$ cat src/rtl/nfca_picc_tx.sv
// NFC-A card-side frame transmitter.
// Takes bytes from a valid/ready stream and drives the antenna load switch with
// Manchester-coded bits on an fc/16 subcarrier: SOF, data bits LSB first, odd
// parity after every full byte, then a silent EOF ETU.
module nfca_picc_tx #(
  parameter int ETU_CLKS  = 768,
  parameter int SUBC_CLKS = 96
) (
  input  logic       clk,
  input  logic       rstn,
  input  logic       tvalid,
  output logic       tready,
  input  logic [7:0] tdata,
  input  logic [3:0] tdatab,
  input  logic       tlast,
  output logic       busy,
  output logic       underrun,
  output logic       load_mod
);

  localparam int CW = $clog2(ETU_CLKS);
  localparam int SW = $clog2(SUBC_CLKS);
  localparam logic [CW-1:0] ETU_LAST = CW'(ETU_CLKS - 1);
  localparam logic [CW-1:0] ETU_HALF = CW'(ETU_CLKS / 2);
  localparam logic [SW-1:0] SUB_LAST = SW'(SUBC_CLKS - 1);
  localparam logic [SW-1:0] SUB_HALF = SW'(SUBC_CLKS / 2);

  typedef enum logic [2:0] {
    S_IDLE, S_SOF, S_DATA, S_PARITY, S_EOF
  } state_t;

  state_t        state_reg, state_next;
  logic [CW-1:0] cnt_reg, cnt_next;       // position inside the current ETU
  logic [SW-1:0] sub_reg, sub_next;       // subcarrier phase, restarts every ETU
  logic [2:0]    bit_reg, bit_next;       // data bit index inside the byte
  logic [7:0]    data_reg, data_next;
  logic [3:0]    nbits_reg, nbits_next;   // number of data bits to send (1..8)
  logic          par_en_reg, par_en_next; // full byte: parity ETU follows the data
  logic          last_reg, last_next;

  logic etu_end;
  logic load_byte;
  logic ready_c;
  logic underrun_c;
  logic cur_bit;
  logic mod_half;
  logic load_mod_c;

  assign etu_end = (cnt_reg == ETU_LAST);

  // State, counters and latched byte; reset abandons any frame in flight
  always_ff @(posedge clk or negedge rstn) begin
    if (!rstn) begin
      state_reg  <= S_IDLE;
      cnt_reg    <= '0;
      sub_reg    <= '0;
      bit_reg    <= '0;
      data_reg   <= '0;
      nbits_reg  <= '0;
      par_en_reg <= 1'b0;
      last_reg   <= 1'b0;
    end else begin
      state_reg  <= state_next;
      cnt_reg    <= cnt_next;
      sub_reg    <= sub_next;
      bit_reg    <= bit_next;
      data_reg   <= data_next;
      nbits_reg  <= nbits_next;
      par_en_reg <= par_en_next;
      last_reg   <= last_next;
    end
  end

  // Frame sequencing, byte handshake and ETU/subcarrier counting
  always_comb begin
    state_next  = state_reg;
    bit_next    = bit_reg;
    data_next   = data_reg;
    nbits_next  = nbits_reg;
    par_en_next = par_en_reg;
    last_next   = last_reg;
    ready_c     = 1'b0;
    underrun_c  = 1'b0;
    load_byte   = 1'b0;

    case (state_reg)
      S_IDLE: begin
        ready_c = 1'b1;
        if (tvalid) begin
          load_byte  = 1'b1;
          state_next = S_SOF;
        end
      end
      S_SOF: begin
        if (etu_end) begin
          state_next = S_DATA;
          bit_next   = '0;
        end
      end
      S_DATA: begin
        if (etu_end) begin
          if ({1'b0, bit_reg} == nbits_reg - 4'd1) begin
            // A partial byte has no parity and always closes the frame
            state_next = par_en_reg ? S_PARITY : S_EOF;
          end else begin
            bit_next = bit_reg + 3'd1;
          end
        end
      end
      S_PARITY: begin
        if (etu_end) begin
          if (last_reg) begin
            state_next = S_EOF;
          end else begin
            // Byte boundary: next byte must be ready now, no gap allowed
            ready_c = 1'b1;
            if (tvalid) begin
              load_byte  = 1'b1;
              state_next = S_DATA;
              bit_next   = '0;
            end else begin
              underrun_c = 1'b1;
              state_next = S_EOF;
            end
          end
        end
      end
      S_EOF: begin
        if (etu_end) state_next = S_IDLE;
      end
      default: state_next = S_IDLE;
    endcase

    if (load_byte) begin
      data_next   = tdata;
      last_next   = tlast;
      // Out-of-range bit counts fall back to a full byte with parity
      par_en_next = (tdatab == 4'd0) || (tdatab > 4'd8);
      nbits_next  = par_en_next ? 4'd8 : tdatab;
    end

    if (state_reg == S_IDLE || etu_end) cnt_next = '0;
    else                                 cnt_next = cnt_reg + 1'b1;

    if (state_reg == S_IDLE || etu_end || sub_reg == SUB_LAST) sub_next = '0;
    else                                                        sub_next = sub_reg + 1'b1;
  end

  // Manchester coding of the current bit onto the subcarrier
  always_comb begin
    cur_bit    = 1'b0;
    load_mod_c = 1'b0;
    case (state_reg)
      S_SOF:    cur_bit = 1'b1;
      S_DATA:   cur_bit = data_reg[bit_reg];
      S_PARITY: cur_bit = ~^data_reg;
      default:  cur_bit = 1'b0;
    endcase
    mod_half = cur_bit ? (cnt_reg < ETU_HALF) : (cnt_reg >= ETU_HALF);
    if (state_reg == S_SOF || state_reg == S_DATA || state_reg == S_PARITY)
      load_mod_c = mod_half && (sub_reg < SUB_HALF);
  end

  assign tready   = ready_c & rstn;
  assign underrun = underrun_c;
  assign busy     = (state_reg != S_IDLE);
  assign load_mod = load_mod_c;

endmodule
$ cat config.mk
export PLATFORM = sky130hd
export DESIGN_NAME = nfca_picc_tx
export DESIGN_NICKNAME = d
export VERILOG_FILES = /design/src/rtl/nfca_picc_tx.sv
export SDC_FILE = /design/constraint.sdc
export NUM_CORES = 1
export LEC_CHECK = 0
export CORE_ASPECT_RATIO = 1.75
export CORE_MARGIN = 8
export CORE_UTILIZATION = 25
export CTS_CLUSTER_DIAMETER = 40
export DETAILED_ROUTE_END_ITERATION = 10
export PLACE_DENSITY = 0.54
export SETUP_SLACK_MARGIN = 0.05
export SYNTH_ARGS = -nofsm -noshare
export SYNTH_HDL_FRONTEND = slang
export SYNTH_SLANG_ARGS = --single-unit
$ cat constraint.sdc
create_clock -name clk -period 2.5 [get_ports clk]
set_input_delay 0.75 -clock clk [delete_from_list [all_inputs] [get_ports clk]]
set_output_delay 0.75 -clock clk [all_outputs]
set_load 0.005 [all_outputs]
Yosys cells after proc, flatten, opt, wreduce, memory -nomap -nowiden
Cells that the tools add are included.

Equality and inequality tests: 16. Bitwise logic cells: 1. Order comparisons: 5. Muxes and demuxes: 35. $add $sub $neg: 4. Reduce and logical (&&, ||, !) cells: 13.

Operators by type and width (number): $mux W3 (14); $ne A2 B2 Y1 const B (9); $pmux W3 S5 (1); $mux W1 (12); $add A10 B1 Y10 const B (1); $eq A10 B10 Y1 const B (1); $ge A10 B9 Y1 const B (1); $lt A10 B9 Y1 const B (1); $mux W10 (1); $pmux W3 S3 (1); $reduce_xnor A8 Y1 (1); $add A7 B1 Y7 const B (1); $eq A7 B7 Y1 const B (1); $lt A7 B6 Y1 const B (1); $mux W7 (1); $reduce_and A7 Y1 (1); $eq A3 B2 Y1 const B (2); $reduce_and A6 Y1 (1); $reduce_bool A3 Y1 (2); $logic_or A1 B1 Y1 (5); $eq A3 B4 Y1 (1); $gt A4 B4 Y1 const B (1); $logic_not A4 Y1 (1); $lt A3 B4 Y1 const B (1); other kinds (11) (12).

Output and inout bits: 4. Register bits after elaboration: 37. Input port bits: 16. Logic and storage cells: 82.

Logic depth before layout (Yosys ltp)
Depth after elaboration: 6. Gate-level depth with buffers: 7. Gate-level depth less buffers: 6.

Least setup slack after synthesis
OpenSTA, ideal clock, no wires.

Path type: flip-flop to output port. Start: register state_reg[1]. End: output port load_mod. Stages on the path, launching flop included: 7. Path buffers: 1. Required time: 1.750 ns. Path slack: 0.024 ns. Arrival: 1.726 ns. Path through: dfrtp_1 -> clkbuf_1 -> or3b_2 -> a221oi_1 -> o21ai_0 -> o211ai_1 -> mux2i_1.

Word-level cells in the longest chain between the ends: 5. Elaborated cells between the ends (all ways): 9. Classes of those cells: 3 x eq/ne; 3 x mux; 3 x reduce/logical.

Ends and longest elaborated chain: from (decl) (RTL line 32) `state_t state_reg, state_next;`; from (signal assigned) (RTL line 63) `state_reg <= state_next;`; $eq A3 B2 Y1 / $eq A3 B1 Y1 (equally long branches) (RTL line 153, 160); $pmux W1 S3 (RTL line 153) `case (state_reg)`; $mux W1 (RTL line 159) `mod_half = cur_bit ? (cnt_reg < ETU_HALF) : (cnt_reg >= ETU_HALF);`; $logic_and A1 B1 Y1 (RTL line 161) `load_mod_c = mod_half && (sub_reg < SUB_HALF);`; $mux W1 * (RTL line 160) `if (state_reg == S_SOF || state_reg == S_DATA || state_reg == S_PARITY)`; to (decl) (RTL line 18) `output logic load_mod`.

Mark *: on every way between the ends. The rest lies on a longest branch, timed or not.

Worst setup path in the final report
Start: register state_reg[0]. End: output port load_mod.

The elaborated chain is that of the path after synthesis.

==> impl_metrics.csv <==
group,metric,value,unit
global_routing,use_met2,16.63,%
sta,rsz0062_at_grt,"yes",
critical_path,required,1.75,ns
synth,synth_top_family_by_area,"simple AND/OR/NAND/NOR gates",
critical_path,r2r-end,"state_reg[0]",
power,max-vdd-ir-drop,0.2922,mV
die,ioPinCount,20,
synth,synth_top_area_cell,"dfrtp_1",
global_routing,grtUsageTotal,8.646,%
global_routing,grt_pass1_wl,8045,um
synth,ys_ff_latch,37,
detailed_routing,ant_nets,0,
critical_path,startpoint_type,"register",
die,die_w,83.84,um
synth,synth.distinct_cells,40,
sta,period_minus_slack,2.561,ns
final_layout,layout_common_cells,"dfrtp_1, buf_4, nor2_1",
cts,cts_tree,"built",
synth,netlist_area,0.002013,mm^2
detailed_routing,vias,1591,
final_layout,area_growth,36.05,%
critical_path,r2r-start,"nbits_reg[0]",
final_layout,nNetsFinal,274,
die,die_h,134.7,um
run_status,status,"complete, but fails checks",
synth,postSynthNetCount,222,
sta,holdWs,0.4641,ns
final_layout,final_layout_size_suffix_gt1_share,25.59,%
cts,clock_sinks,37,
detailed_routing,dr.pass1.iters,4,
min_path,holdPathStages,1,
synth,synthAdderAreaFrac,3.108,%
global_routing,grt.met1_usage,8.423,%
run,cap_viol_max_count,0,
synth,yosysSeqAreaShare,45.99,%
run_status,violations,"setup timing",
place,dpl-instance-area,0.002485,mm^2
detailed_routing,drcViolationCount,0,
global_routing,grt_overflow_total,0,
critical_path,crit_fanout,2,
detailed_routing,avgRoutedWirePerCell,13.65,um
sta,report.final.hold_viol_count,0,
place,dp_hpwl,3503,um
min_path,worstHoldPathType,"register to register",
cts,cts_root_buf,"clkbuf_16",
detailed_routing,via_per_inst,4.625,
cts,cts_inserted_buffers,5,
final_layout,postLayoutCellArea,0.002739,mm^2
cts,clock_path_buffers,2,
power,power,2.191,mW
critical_path,crit_type,"register to output pin",
die,row_count,43,
min_path,holdPathEnd,"sub_reg[0]",
critical_path,cpPeakStageDelay,0.41,ns
final_layout,largest_reg_flops,10,
global_routing,grt_pass1_vias,1711,
final_layout,post-route-util,34.87,%
synth,synthMuxAreaShare,9.882,%
detailed_routing,drt_wl_total,4697,um
critical_path,critical_path.cell_chain,"or3b_4, a221oi_2, o21ai_1, o211ai_1, mux2i_1, buf_2",
cts,holdBufCountCts,0,
detailed_routing,drt_iter0_markers,95,
cts,clock_latency,0.28,ns
die,coreArea,0.007855,mm^2
sta,finalClockSkew,0.006996,ns
critical_path,cp-end-kind,"output pin",
sta,fin_ws,-0.06066,ns
global_routing,grt_busiest_layer,"met2",
sta,fin_crit_sh,102.4,%
synth,ys_warn_count,0,
synth,synth_top_area_share,45.99,%
synth,syn_inst,201,
synth,avgSynthCellArea,10.02,um^2
global_routing,grt_max_degree,38,
synth,synth_compound_area_share,9.323,%
synth,synth-simple-area-share,17.96,%
global_routing,antenna_found_initial,0,
min_path,min_from,"sub_reg[0]",
place,numPortBuffers,19,
critical_path,r2r_cells,6,
critical_path,cp.arrival,1.81,ns
final_layout,num_antenna_cells,0,
die,die_area,0.01129,mm^2
global_routing,grt_use_met3,2.171,%
sta,setup_viol,1,
power,power_density,800.1,mW/mm^2
synth,synthXorXnorAreaFrac,10.44,%
cts,cts_htree_levels,2,
sta,worst_pin_slew,0.4745,ns
critical_path,cpMaxStageDelayCell,"or3b_4",
place,routabilityCongestion,0.8336,
sta,relSlewSlack,68.37,%
die,start_util,25.63,%
sta,fmax,0.3905,GHz
synth,ys_top_cells_by_area,"dfrtp_1, xnor2_1, mux2_2",
cts,clkTransAtPathRegs,0.05,ns
final_layout,layout_commonest_cell,"dfrtp_1",
sta,slew_viol_final,0,
sta,finalSetupTns,-0.06066,ns
power,leakagePower,1.210,nW
critical_path,r2r_slack,0.20,ns
## worst max path at each step
| stage | startpoint | end | slack, ns |
|---|---|---|---|
| 6_report | state_reg[0] | load_mod | -0.06 |
| 3_5_place_dp | state_reg[2] | load_mod | -0.32 |
| 5_1_grt | state_reg[0] | load_mod | -0.14 |
| 2_1_floorplan | state_reg[0] | load_mod | 0.08 |
| 4_1_cts | state_reg[0] | load_mod | -0.07 |
| 3_3_place_gp | state_reg[2] | load_mod | -0.30 |
## critical path: cells and delay by family (launching register included)
kind	cells	cell delay, ns
flops	1	0.38
simple gates	1	0.41
buf+inv	1	0.14
mux	1	0.21
compound gates	3	0.39
## cell usage after synthesis
cell type,n
nand3_2,1
nor2b_1,2
nand3_1,5
xor2_1,6
o21ai_1,1
and2_1,1
a221oi_1,2
a21oi_1,6
nor4_1,1
nand4b_1,1
o32a_1,1
mux4_2,1
a211o_1,1
nor2_1,24
o21bai_1,2
a22o_1,1
or4b_4,1
mux2_2,9
or4_1,1
nand2b_1,5
o21a_1,1
a2111oi_0,1
buf_2,2
nand4bb_1,1
ha_1,5
xnor2_1,18
a22oi_1,1
o41ai_1,1
o21ai_0,9
o211ai_1,2
clkbuf_1,5
mux2i_1,6
nand2_1,15
or3_1,3
inv_1,10
and3_1,4
mux2_4,1
or3b_2,1
dfrtp_1,37
nor3_1,6
## per-stage QoR
| stage | instances | setup WS (ns) |
|---|---|---|
| after floorplan | 201 | 0.07683 |
| after global placement | 330 | -0.3043 |
| after detailed placement | 330 | -0.3226 |
| after CTS | 342 | -0.06920 |
| after global routing | 344 | -0.1426 |
| final | 344 | -0.06066 |
## routing by layer
layer / share of wire [%] / wire length [um]
met5: 0 / 0
met4: 2.2 / 103
met3: 3.3 / 155
met2: 55 / 2566
met1: 40 / 1871
## layout make-up
| class | instances | area (um^2) |
|---|---|---|
| sequential | 37 | 925.9 |
| timing repair buffer | 52 | 426.7 |
| tap | 90 | 112.6 |
| multi-input combinational | 147 | 1079 |
| inverter | 10 | 37.54 |
| clock buffer | 7 | 152.6 |
| fill | 825 | 5116 |
| clock inverter | 1 | 5.005 |
## timing repair
action | CTS | global route
setup endpoints to repair | 4 | 5
cloned | 0 | 0
pin swaps | 5 | 2
buffers inserted | 4 | 2
resized for setup | 16 | 6
## logic make-up after synthesis
kind of cell,Yosys count
and+or+nand+nor,72
DFF,37
AOI/OAI and AO/OA,29
muxes,17
buffers and inverters,17
adders and majority gates,5
xor gates and xnor gates,24
## report_power, final
part	switching, mW	internal (mW)	leakage (nW)	total (mW)
clock network	0.232	0.422	0.0799	0.654
registers	0.123	0.745	0.463	0.867
logic	0.301	0.369	0.667	0.670
Note: power is estimated with default switching activity, not from simulation.
